===== src/rtl/bank_pkg.sv =====
// ============================================================================
// Module   : bank_pkg
// Brief    : Shared constants, register map and FSM state type for submod_bank.
// Revision : 1.0 - initial release
// ============================================================================
`default_nettype none

package bank_pkg;

    localparam int REG_BASE = 'h000;
    localparam int RAM_BASE = 'h100;
    localparam int EXT_BASE = 'h200;

    localparam logic [7:0] REG_ID     = 8'h00;
    localparam logic [7:0] REG_CTRL   = 8'h01;
    localparam logic [7:0] REG_STATUS = 8'h02;

    localparam logic [31:0] BANK_ID = 32'h0BA2_0002;

    typedef enum logic [1:0] {
        IDLE     = 2'd0,
        LOCAL    = 2'd1,
        EXT_WAIT = 2'd2,
        RESP     = 2'd3
    } state_t;

    // Event counters stick at full scale instead of wrapping.
    function automatic logic [7:0] sat_inc(input logic [7:0] v);
        return (v == 8'hFF) ? v : v + 8'd1;
    endfunction

endpackage

`default_nettype wire


===== src/rtl/submod_bank_if.sv =====
// ============================================================================
// Module   : submod_bank_if
// Brief    : Ghostbus host port plus external sub-bus of the RAM bank.
// Revision : 1.0 - initial release
// ============================================================================
`default_nettype none

interface submod_bank_if #(
    parameter int AW     = 24,
    parameter int DW     = 32,
    parameter int EXT_AW = 2,
    parameter int EXT_DW = 8
);
    logic [AW-1:0]     gb_addr;
    logic [DW-1:0]     gb_wdata;
    logic              gb_we;
    logic              gb_re;
    logic [DW-1:0]     gb_rdata;
    logic              gb_ack;
    logic [EXT_AW-1:0] ext_addr;
    logic [EXT_DW-1:0] ext_wdata;
    logic              ext_we;
    logic              ext_re;
    logic [EXT_DW-1:0] ext_rdata;
    logic              ext_ack;

    // The bank is the slave on the host side and the initiator on the ext side.
    modport slave (
        input  gb_addr, gb_wdata, gb_we, gb_re, ext_rdata, ext_ack,
        output gb_rdata, gb_ack, ext_addr, ext_wdata, ext_we, ext_re
    );

    modport master (
        output gb_addr, gb_wdata, gb_we, gb_re, ext_rdata, ext_ack,
        input  gb_rdata, gb_ack, ext_addr, ext_wdata, ext_we, ext_re
    );
endinterface

`default_nettype wire


===== src/rtl/bank_ram.sv =====
// ============================================================================
// Module   : bank_ram
// Brief    : Single-port RAM, synchronous write, registered read, no reset.
// Revision : 1.0 - initial release
// ============================================================================
`default_nettype none

module bank_ram #(
    parameter int AW = 6,
    parameter int DW = 8
) (
    input  wire logic          clk,
    input  wire logic          i_we,
    input  wire logic          i_re,
    input  wire logic [AW-1:0] i_addr,
    input  wire logic [DW-1:0] i_wdata,
    output logic      [DW-1:0] o_rdata
);
    logic [DW-1:0] r_mem [2**AW];
    logic [DW-1:0] r_rdata;

    always_ff @(posedge clk) begin
        if (i_we) r_mem[i_addr] <= i_wdata;
        if (i_re) r_rdata <= r_mem[i_addr];
    end

    assign o_rdata = r_rdata;
endmodule

`default_nettype wire


===== src/rtl/submod_bank.sv =====
// ============================================================================
// Module   : submod_bank
// Brief    : Multi-channel RAM bank with control/status registers and a
//            handshaked external window. Macro SUBMOD_BANK_TIMEOUT_EN enables
//            the ext_ack timeout and its STATUS counter.
// Revision : 1.0 - initial release
// ============================================================================
`default_nettype none

module submod_bank
    import bank_pkg::*;
#(
    parameter int AW      = 24,
    parameter int DW      = 32,
    parameter int NCH     = 4,
    parameter int RAM_AW  = 6,
    parameter int RAM_DW  = 8,
    parameter int EXT_AW  = 2,
    parameter int EXT_DW  = 8,
    parameter int TIMEOUT = 15
) (
    input  wire logic     clk,
    input  wire logic     rst,
    submod_bank_if.slave  bus
);
    localparam int CH_W     = (NCH > 1) ? $clog2(NCH) : 1;
    localparam int RAM_SPAN = NCH * (2**RAM_AW);
    localparam int EXT_SPAN = 2**EXT_AW;

    localparam logic [AW-9:0] c_reg_page = (AW-8)'(REG_BASE / 256);
    localparam logic [AW-9:0] c_ram_page = (AW-8)'(RAM_BASE / 256);
    localparam logic [AW-9:0] c_ext_page = (AW-8)'(EXT_BASE / 256);

    state_t              r_state;
    logic [DW-1:0]       r_rdata;
    logic                r_ack;
    logic [EXT_AW-1:0]   r_ext_addr;
    logic [EXT_DW-1:0]   r_ext_wdata;
    logic                r_ext_we;
    logic                r_ext_re;
    logic                r_wlock;
    logic [7:0]          r_ovr;
    logic                r_is_rd;
    logic                r_rd_ram;
    logic [CH_W-1:0]     r_ch;
    logic [DW-1:0]       r_reg_val;
`ifdef SUBMOD_BANK_TIMEOUT_EN
    logic [7:0]          r_tmo;
    logic [7:0]          r_wait;
`endif

    logic [AW-9:0]       w_page;
    logic [7:0]          w_off;
    logic                w_reg_hit;
    logic                w_ram_hit;
    logic                w_ext_hit;
    logic                w_idle;
    logic                w_req;
    logic                w_ram_we;
    logic                w_ram_re;
    logic [CH_W-1:0]     w_ch;
    logic [7:0]          w_tmo_byte;
    logic [31:0]         w_status;
    logic [DW-1:0]       w_reg_rd;
    logic [RAM_DW-1:0]   w_ram_rdata [NCH];
    logic                w_unused_bits;

    assign w_page    = bus.gb_addr[AW-1:8];
    assign w_off     = bus.gb_addr[7:0];
    assign w_reg_hit = (w_page == c_reg_page) && (w_off <= REG_STATUS);
    assign w_ram_hit = (w_page == c_ram_page) && ({1'b0, w_off} < 9'(RAM_SPAN));
    assign w_ext_hit = (w_page == c_ext_page) && ({1'b0, w_off} < 9'(EXT_SPAN));

    assign w_idle = (r_state == IDLE);
    assign w_req  = bus.gb_we | bus.gb_re;

    // Write wins over a simultaneous read; a write under reset must not land.
    assign w_ram_we = w_idle && bus.gb_we && w_ram_hit && !r_wlock && !rst;
    assign w_ram_re = w_idle && !bus.gb_we && bus.gb_re && w_ram_hit;

    generate
        if (NCH > 1) begin : g_ch_sel
            assign w_ch = bus.gb_addr[RAM_AW+CH_W-1:RAM_AW];
        end else begin : g_ch_one
            assign w_ch = 1'b0;
        end

        for (genvar g = 0; g < NCH; g++) begin : g_ch
            bank_ram #(
                .AW (RAM_AW),
                .DW (RAM_DW)
            ) u_ram (
                .clk     (clk),
                .i_we    (w_ram_we && (w_ch == CH_W'(g))),
                .i_re    (w_ram_re && (w_ch == CH_W'(g))),
                .i_addr  (bus.gb_addr[RAM_AW-1:0]),
                .i_wdata (bus.gb_wdata[RAM_DW-1:0]),
                .o_rdata (w_ram_rdata[g])
            );
        end
    endgenerate

`ifdef SUBMOD_BANK_TIMEOUT_EN
    assign w_tmo_byte = r_tmo;
`else
    assign w_tmo_byte = 8'h00;
`endif

    assign w_status = {16'h0000, r_ovr, w_tmo_byte};

    always_comb begin
        w_reg_rd = '0;
        case (w_off)
            REG_ID:     w_reg_rd = DW'(BANK_ID);
            REG_CTRL:   w_reg_rd = DW'(r_wlock);
            REG_STATUS: w_reg_rd = DW'(w_status);
            default:    w_reg_rd = '0;
        endcase
    end

    assign w_unused_bits = ^{bus.gb_wdata, 8'(TIMEOUT)};

    always_ff @(posedge clk or posedge rst) begin
        if (rst) begin
            r_state     <= IDLE;
            r_rdata     <= '0;
            r_ack       <= 1'b0;
            r_ext_addr  <= '0;
            r_ext_wdata <= '0;
            r_ext_we    <= 1'b0;
            r_ext_re    <= 1'b0;
            r_wlock     <= 1'b0;
            r_ovr       <= 8'h00;
            r_is_rd     <= 1'b0;
            r_rd_ram    <= 1'b0;
            r_ch        <= '0;
            r_reg_val   <= '0;
`ifdef SUBMOD_BANK_TIMEOUT_EN
            r_tmo       <= 8'h00;
            r_wait      <= 8'h00;
`endif
        end else begin
            r_ack <= 1'b0;
            if (w_req && !w_idle) r_ovr <= sat_inc(r_ovr);

            case (r_state)
                IDLE: begin
                    if (w_req) begin
                        r_is_rd   <= !bus.gb_we;
                        r_rd_ram  <= w_ram_hit;
                        r_ch      <= w_ch;
                        r_reg_val <= w_reg_hit ? w_reg_rd : '0;
                        if (w_ext_hit) begin
                            r_ext_addr  <= bus.gb_addr[EXT_AW-1:0];
                            r_ext_wdata <= bus.gb_wdata[EXT_DW-1:0];
                            r_ext_we    <= bus.gb_we;
                            r_ext_re    <= !bus.gb_we;
`ifdef SUBMOD_BANK_TIMEOUT_EN
                            r_wait      <= 8'h00;
`endif
                            r_state     <= EXT_WAIT;
                        end else begin
                            if (bus.gb_we && w_reg_hit && (w_off == REG_CTRL))
                                r_wlock <= bus.gb_wdata[0];
                            if (bus.gb_we && w_reg_hit && (w_off == REG_STATUS)) begin
                                r_ovr <= 8'h00;
`ifdef SUBMOD_BANK_TIMEOUT_EN
                                r_tmo <= 8'h00;
`endif
                            end
                            r_state <= LOCAL;
                        end
                    end
                end

                LOCAL: begin
                    if (r_is_rd)
                        r_rdata <= r_rd_ram ? DW'(w_ram_rdata[r_ch]) : r_reg_val;
                    r_ack   <= 1'b1;
                    r_state <= RESP;
                end

                EXT_WAIT: begin
                    if (bus.ext_ack) begin
                        r_ext_we <= 1'b0;
                        r_ext_re <= 1'b0;
                        if (r_is_rd) r_rdata <= DW'(bus.ext_rdata);
                        r_ack    <= 1'b1;
                        r_state  <= RESP;
                    end
`ifdef SUBMOD_BANK_TIMEOUT_EN
                    // Counter starts at 0 on entry, so this fires at cycle TIMEOUT+1.
                    else if (r_wait == 8'(TIMEOUT)) begin
                        r_ext_we <= 1'b0;
                        r_ext_re <= 1'b0;
                        if (r_is_rd) r_rdata <= '1;
                        r_tmo    <= sat_inc(r_tmo);
                        r_ack    <= 1'b1;
                        r_state  <= RESP;
                    end else begin
                        r_wait <= r_wait + 8'd1;
                    end
`endif
                end

                RESP:    r_state <= IDLE;
                default: r_state <= IDLE;
            endcase
        end
    end

    assign bus.gb_rdata  = r_rdata;
    assign bus.gb_ack    = r_ack;
    assign bus.ext_addr  = r_ext_addr;
    assign bus.ext_wdata = r_ext_wdata;
    assign bus.ext_we    = r_ext_we;
    assign bus.ext_re    = r_ext_re;
endmodule

`default_nettype wire


===== src/flat_wrapper.sv =====
// flat-port wrapper written by rule: the top's interface ports become plain ports
module submod_bank_flat import bank_pkg::*;
#(
    parameter int AW      = 24,
    parameter int DW      = 32,
    parameter int NCH     = 4,
    parameter int RAM_AW  = 6,
    parameter int RAM_DW  = 8,
    parameter int EXT_AW  = 2,
    parameter int EXT_DW  = 8,
    parameter int TIMEOUT = 15
)
  (clk, rst, bus_gb_addr, bus_gb_wdata, bus_gb_we, bus_gb_re, bus_ext_rdata, bus_ext_ack, bus_gb_rdata, bus_gb_ack, bus_ext_addr, bus_ext_wdata, bus_ext_we, bus_ext_re);
  submod_bank_if #(.AW(AW), .DW(DW), .EXT_AW(EXT_AW), .EXT_DW(EXT_DW)) bus_i ();
  input  wire logic clk;
  input  wire logic rst;
  input wire logic [$bits(bus_i.gb_addr)-1:0] bus_gb_addr;
  input wire logic [$bits(bus_i.gb_wdata)-1:0] bus_gb_wdata;
  input wire logic [$bits(bus_i.gb_we)-1:0] bus_gb_we;
  input wire logic [$bits(bus_i.gb_re)-1:0] bus_gb_re;
  input wire logic [$bits(bus_i.ext_rdata)-1:0] bus_ext_rdata;
  input wire logic [$bits(bus_i.ext_ack)-1:0] bus_ext_ack;
  output wire logic [$bits(bus_i.gb_rdata)-1:0] bus_gb_rdata;
  output wire logic [$bits(bus_i.gb_ack)-1:0] bus_gb_ack;
  output wire logic [$bits(bus_i.ext_addr)-1:0] bus_ext_addr;
  output wire logic [$bits(bus_i.ext_wdata)-1:0] bus_ext_wdata;
  output wire logic [$bits(bus_i.ext_we)-1:0] bus_ext_we;
  output wire logic [$bits(bus_i.ext_re)-1:0] bus_ext_re;
  assign bus_i.gb_addr = bus_gb_addr;
  assign bus_i.gb_wdata = bus_gb_wdata;
  assign bus_i.gb_we = bus_gb_we;
  assign bus_i.gb_re = bus_gb_re;
  assign bus_i.ext_rdata = bus_ext_rdata;
  assign bus_i.ext_ack = bus_ext_ack;
  assign bus_gb_rdata = bus_i.gb_rdata;
  assign bus_gb_ack = bus_i.gb_ack;
  assign bus_ext_addr = bus_i.ext_addr;
  assign bus_ext_wdata = bus_i.ext_wdata;
  assign bus_ext_we = bus_i.ext_we;
  assign bus_ext_re = bus_i.ext_re;
  submod_bank #(.AW(AW), .DW(DW), .NCH(NCH), .RAM_AW(RAM_AW), .RAM_DW(RAM_DW), .EXT_AW(EXT_AW), .EXT_DW(EXT_DW), .TIMEOUT(TIMEOUT)) u_core (.clk(clk), .rst(rst), .bus(bus_i));
endmodule

===== config.mk =====
export PLATFORM = sky130hd
export DESIGN_NAME = submod_bank_flat
export DESIGN_NICKNAME = d
export VERILOG_FILES = /design/src/rtl/bank_pkg.sv /design/src/rtl/submod_bank_if.sv /design/src/rtl/bank_ram.sv /design/src/rtl/submod_bank.sv /design/src/flat_wrapper.sv
export SDC_FILE = /design/constraint.sdc
export NUM_CORES = 2
export LEC_CHECK = 0
export CORE_ASPECT_RATIO = 1.25
export CORE_UTILIZATION = 55
export DETAILED_ROUTE_END_ITERATION = 8
export PLACE_DENSITY_LB_ADDON = 0.25
export SETUP_SLACK_MARGIN = 0.2
export SLEW_MARGIN = 0
export SYNTH_ARGS = -nofsm -noshare
export SYNTH_HDL_FRONTEND = slang
export SYNTH_SLANG_ARGS = --single-unit

===== constraint.sdc =====
create_clock -name clk -period 2.8 [get_ports clk]
set_input_delay 0.28 -clock clk [delete_from_list [all_inputs] [get_ports clk]]
set_output_delay 0.28 -clock clk [all_outputs]
set_load 0.02 [all_outputs]

==> summary.md <==
| Metric | Value |
|---|---|
| IR drop worst, VDD | 696.0 µV |
| Yosys reg bits | 2135 |
| CTS Buf Count | 194 |
| Synth Instances | 4860 |
| Synth Area in Simple Gates | 0.03604 |
| Hold Fails Final Rpt | 0 |
| Fin cells | 8038 |
| Avg Cell Area, Syn | 17.18 µm² |
| Chip height | 437.6 µm |
| CP Capture Type | flip-flop |
| Most frequent cells in the layout | edfxtp_1 (2080), buf_4 (954), nor2_1 (401), a221oi_1 (265), a22oi_1 (234) |
| DIE AREA | 153400 µm² |
| Drt via density | 6.774 |
| Least-Margin Pin Slew | 1.033 ns |
| Clock tree buffer depth | 3 |
| Clk sinks | 2135 |
| Share of the clock period used by the worst path | 0.9004 |
| Synth unique cells | 70 |
| Worst Skew | 0.03326 ns |
| Gpl congestion | 0.9900 |
| Initial Util | 0.5551 |
| Fill cells | 10012 |
| Mux share of post-synthesis cell area | 0.07635 |
| Final HPWL DP | 188700 µm |
| Max_slew headroom | 0.3075 |
| Vias | 54446 |
| Worst R2R End | u_core.g_ch[0].u_ram.o_rdata[2] |
| Unrepaired setup endpoints after global routing | false |
| Nets | 5942 |
| Clk_lat worst skew | 0.84 ns |
| PD cells | 663.6 nW/µm² |
| Clock transition at the registers of the reported paths | 0.06 ns |
| Detail Route Antenna Nets | 0 |
| CTS tree | yes |
| Crit start category | flip-flop |
| Xor/xnor cell area share of the yosys netlist | 0.0002098 |
| Core Util, Final | 0.6743 |
| Post-synthesis compound-gate area fraction | 0.09957 |
| Routed WL | 278000 µm |
| Yosys warning total | 0 |
| Seq/Total Area, Yosys | 0.7646 |
| Run status | completed |
| Slew Limit Fails | 0 |
| Final min period | 2.521 ns |
| Highest Clock Rate | 396.7 MHz |
| Initial antenna violation count | 7 |
| Worst Reg-to-Reg Cells | 8 |
| Critical Path Source | u_core.g_ch[0].u_ram.r_mem[19][2] |
| Setup crit end | u_core.g_ch[0].u_ram.o_rdata[2] |
| CP Data Arrival Time | 3.09 ns |
| # IOs | 114 |
| Ant diodes | 0 |
| Largest net degree at the start of global routing | 89 |
| Adder-Cell Fraction of Synth Area | 0.0005994 |
| First-pass GRT wire length | 390300 µm |
| Dpl cells | 7681 |
| Core Rows | 159 |
| H-Tree Level Count | 4 |
| Layout cells sized above 1 | 0.2826 |
| Synth Flop Type | edfxtp_1 |
| Vias in the first global route | 53144 |
| Most common cell after layout, fill and taps aside | edfxtp_1 |
| WL/cell | 34.58 µm |
| Min-Delay Path Class | in -> reg |
| Worst path required time | 3.37 ns |
| Area delta synth->final | 21.46% |
| Grt total ovfl | 0 |
| Pleak | 34.37 nW |
| Crit Path Class | reg -> reg |
| Number of synthesized flops with an enable pin | 2080 |
| Hold WS | 0.04227 ns |
| Internal reg-to-reg setup slack | 0.28 ns |
| DRC viols | 0 |
| Core footprint | 150400 µm² |
| Initial DRC count | 8897 |
| All-Layer GR Usage | 0.3628 |
| DR pass1 iterations | 8 |
| Largest family of logic cells by synthesized area | compound AO/OA/AOI/OAI gates |
| Asr flop ratio synth | 0.02576 |
| Post-Syn Area | 83490 µm² |
| Die width | 350.5 µm |
| Root Driver | clkbuf_16 |
| Setup violators final | 0 |
| Tot Pwr | 67.30 mW |
| Worst r2r src | u_core.g_ch[0].u_ram.r_mem[19][2] |
| Crit Path Max Fanout | 1 |
| PortBufs | 79 |
| Max Cap Violations | 0 |
[critical path: stages (launching register included)]
cell,delay (ns)
edfxtp_1,0.36
mux2_2,0.29
a221oi_1,0.28
buf_4,0.18
o22ai_1,0.11
a22oi_1,0.19
buf_4,0.17
nand3_1,0.13
or4b_1,0.55
[registers in the layout, indices dropped and copies added (netlist names), 8 cells and up]
name                       cells
u_core.bus.ext_wdata           8
u_core.bus.gb_rdata           17
u_core.g_ch.u_ram.o_rdata     32
u_core.g_ch.u_ram.r_mem     2048
u_core.r_ovr                   8
u_core.r_reg_val              10
[power by group]
group | internal, mW | switching [mW]
Combinational | 2.11 | 3.42
Clock | 14.7 | 11.7
Sequential | 35.2 | 0.179
Total | 52.0 | 15.3
[cell type report]
type	count	area, µm²	area share
Clock buffer	234	5132	0.05061
Clock inverter	119	1074	0.01059
Inverter	8	43.79	0.0004318
Multi-Input combinational cell	2352	17940	0.1770
Sequential cell	2135	63840	0.6295
Tap cell	2012	2517	0.02482
Timing Repair Buffer	1178	10860	0.1071
[worst min path at each step]
stage | startpoint | to | slack, ns | cells after the start
6_report | bus_gb_wdata[3] | u_core.g_ch[0].u_ram.r_mem[26][3] | 0.04 | 1
5_1_grt | bus_gb_wdata[3] | u_core.g_ch[0].u_ram.r_mem[26][3] | 0.05 | 1
4_1_cts | bus_gb_wdata[3] | u_core.g_ch[0].u_ram.r_mem[26][3] | 0.03 | 1
3_5_place_dp | u_core.bus.gb_rdata[4] | u_core.bus.gb_rdata[4] | 0.47 | 2
3_3_place_gp | u_core.bus.gb_rdata[0] | u_core.bus.gb_rdata[0] | 0.46 | 2
2_1_floorplan | bus_gb_we | u_core.r_is_rd | 0.37 | 1
[through the flow]
step	setup TNS (ns)	worst slack (ns)	area [µm²]
after global placement	-66.88	-0.3686	95160
after detailed placement	-184.14	-0.3749	95160
after CTS	0	0.2983	101400
after floorplan	0	0.2426	83530
after global routing	0	0.2205	101400
final	0	0.2789	101400
[kinds of logic after synthesis]
kind of cell,after synthesis
AOI/OAI and AO/OA,1144
buffers and inverters,382
adders and majority gates,4
muxes,490
and+or+nand+nor,702
other,1
DFF,2135
xor gates and xnor gates,2
[timing repair]
| item | CTS | global route |
|---|---|---|
| resized for setup | 0 | 1 |
| endpoints found under the hold margin | 72 | 0 |
| endpoints found under the setup margin | 0 | 1 |
| buffers inserted | 0 | 0 |
| hold buffers | 4 | 0 |
[synth_stat cells, drive strengths merged, types with 7 or more instances]
cell     instances  area [µm²]
a31oi            7       43.79
a221oi         265        2321
o21ai          185       925.9
o2bb2ai         27       236.5
a21oi          163       815.8
o22ai           75       469.2
mux4            94        2117
a221o           79       790.8
mux2i          161        1612
a22o            59       516.8
clkbuf         143       536.8
nand4           15       93.84
or4             12       90.09
nor2b           13       81.33
edfxtp        2080       62460
nand3           34       170.2
dfrtp           55        1376
nor3            23       125.1
a22oi          234        1757
mux2           235        2646
o221ai          12       105.1
inv              8       30.03
buf            231        1320
nand2          148       555.5
nor2           408        1536
[routing by layer]
layer  wire [µm]  global-route usage  vias to the layer above  share of wire
li1            -                   -                    21775              -
met1       96080              0.4726                    27400           0.35
met2      127400              0.5559                     4396           0.46
met3       33340             0.07615                      867           0.12
met4       21090              0.2343                        8          0.076
met5          53                   0                        -        0.00019
(Power assumes the default switching activity.)
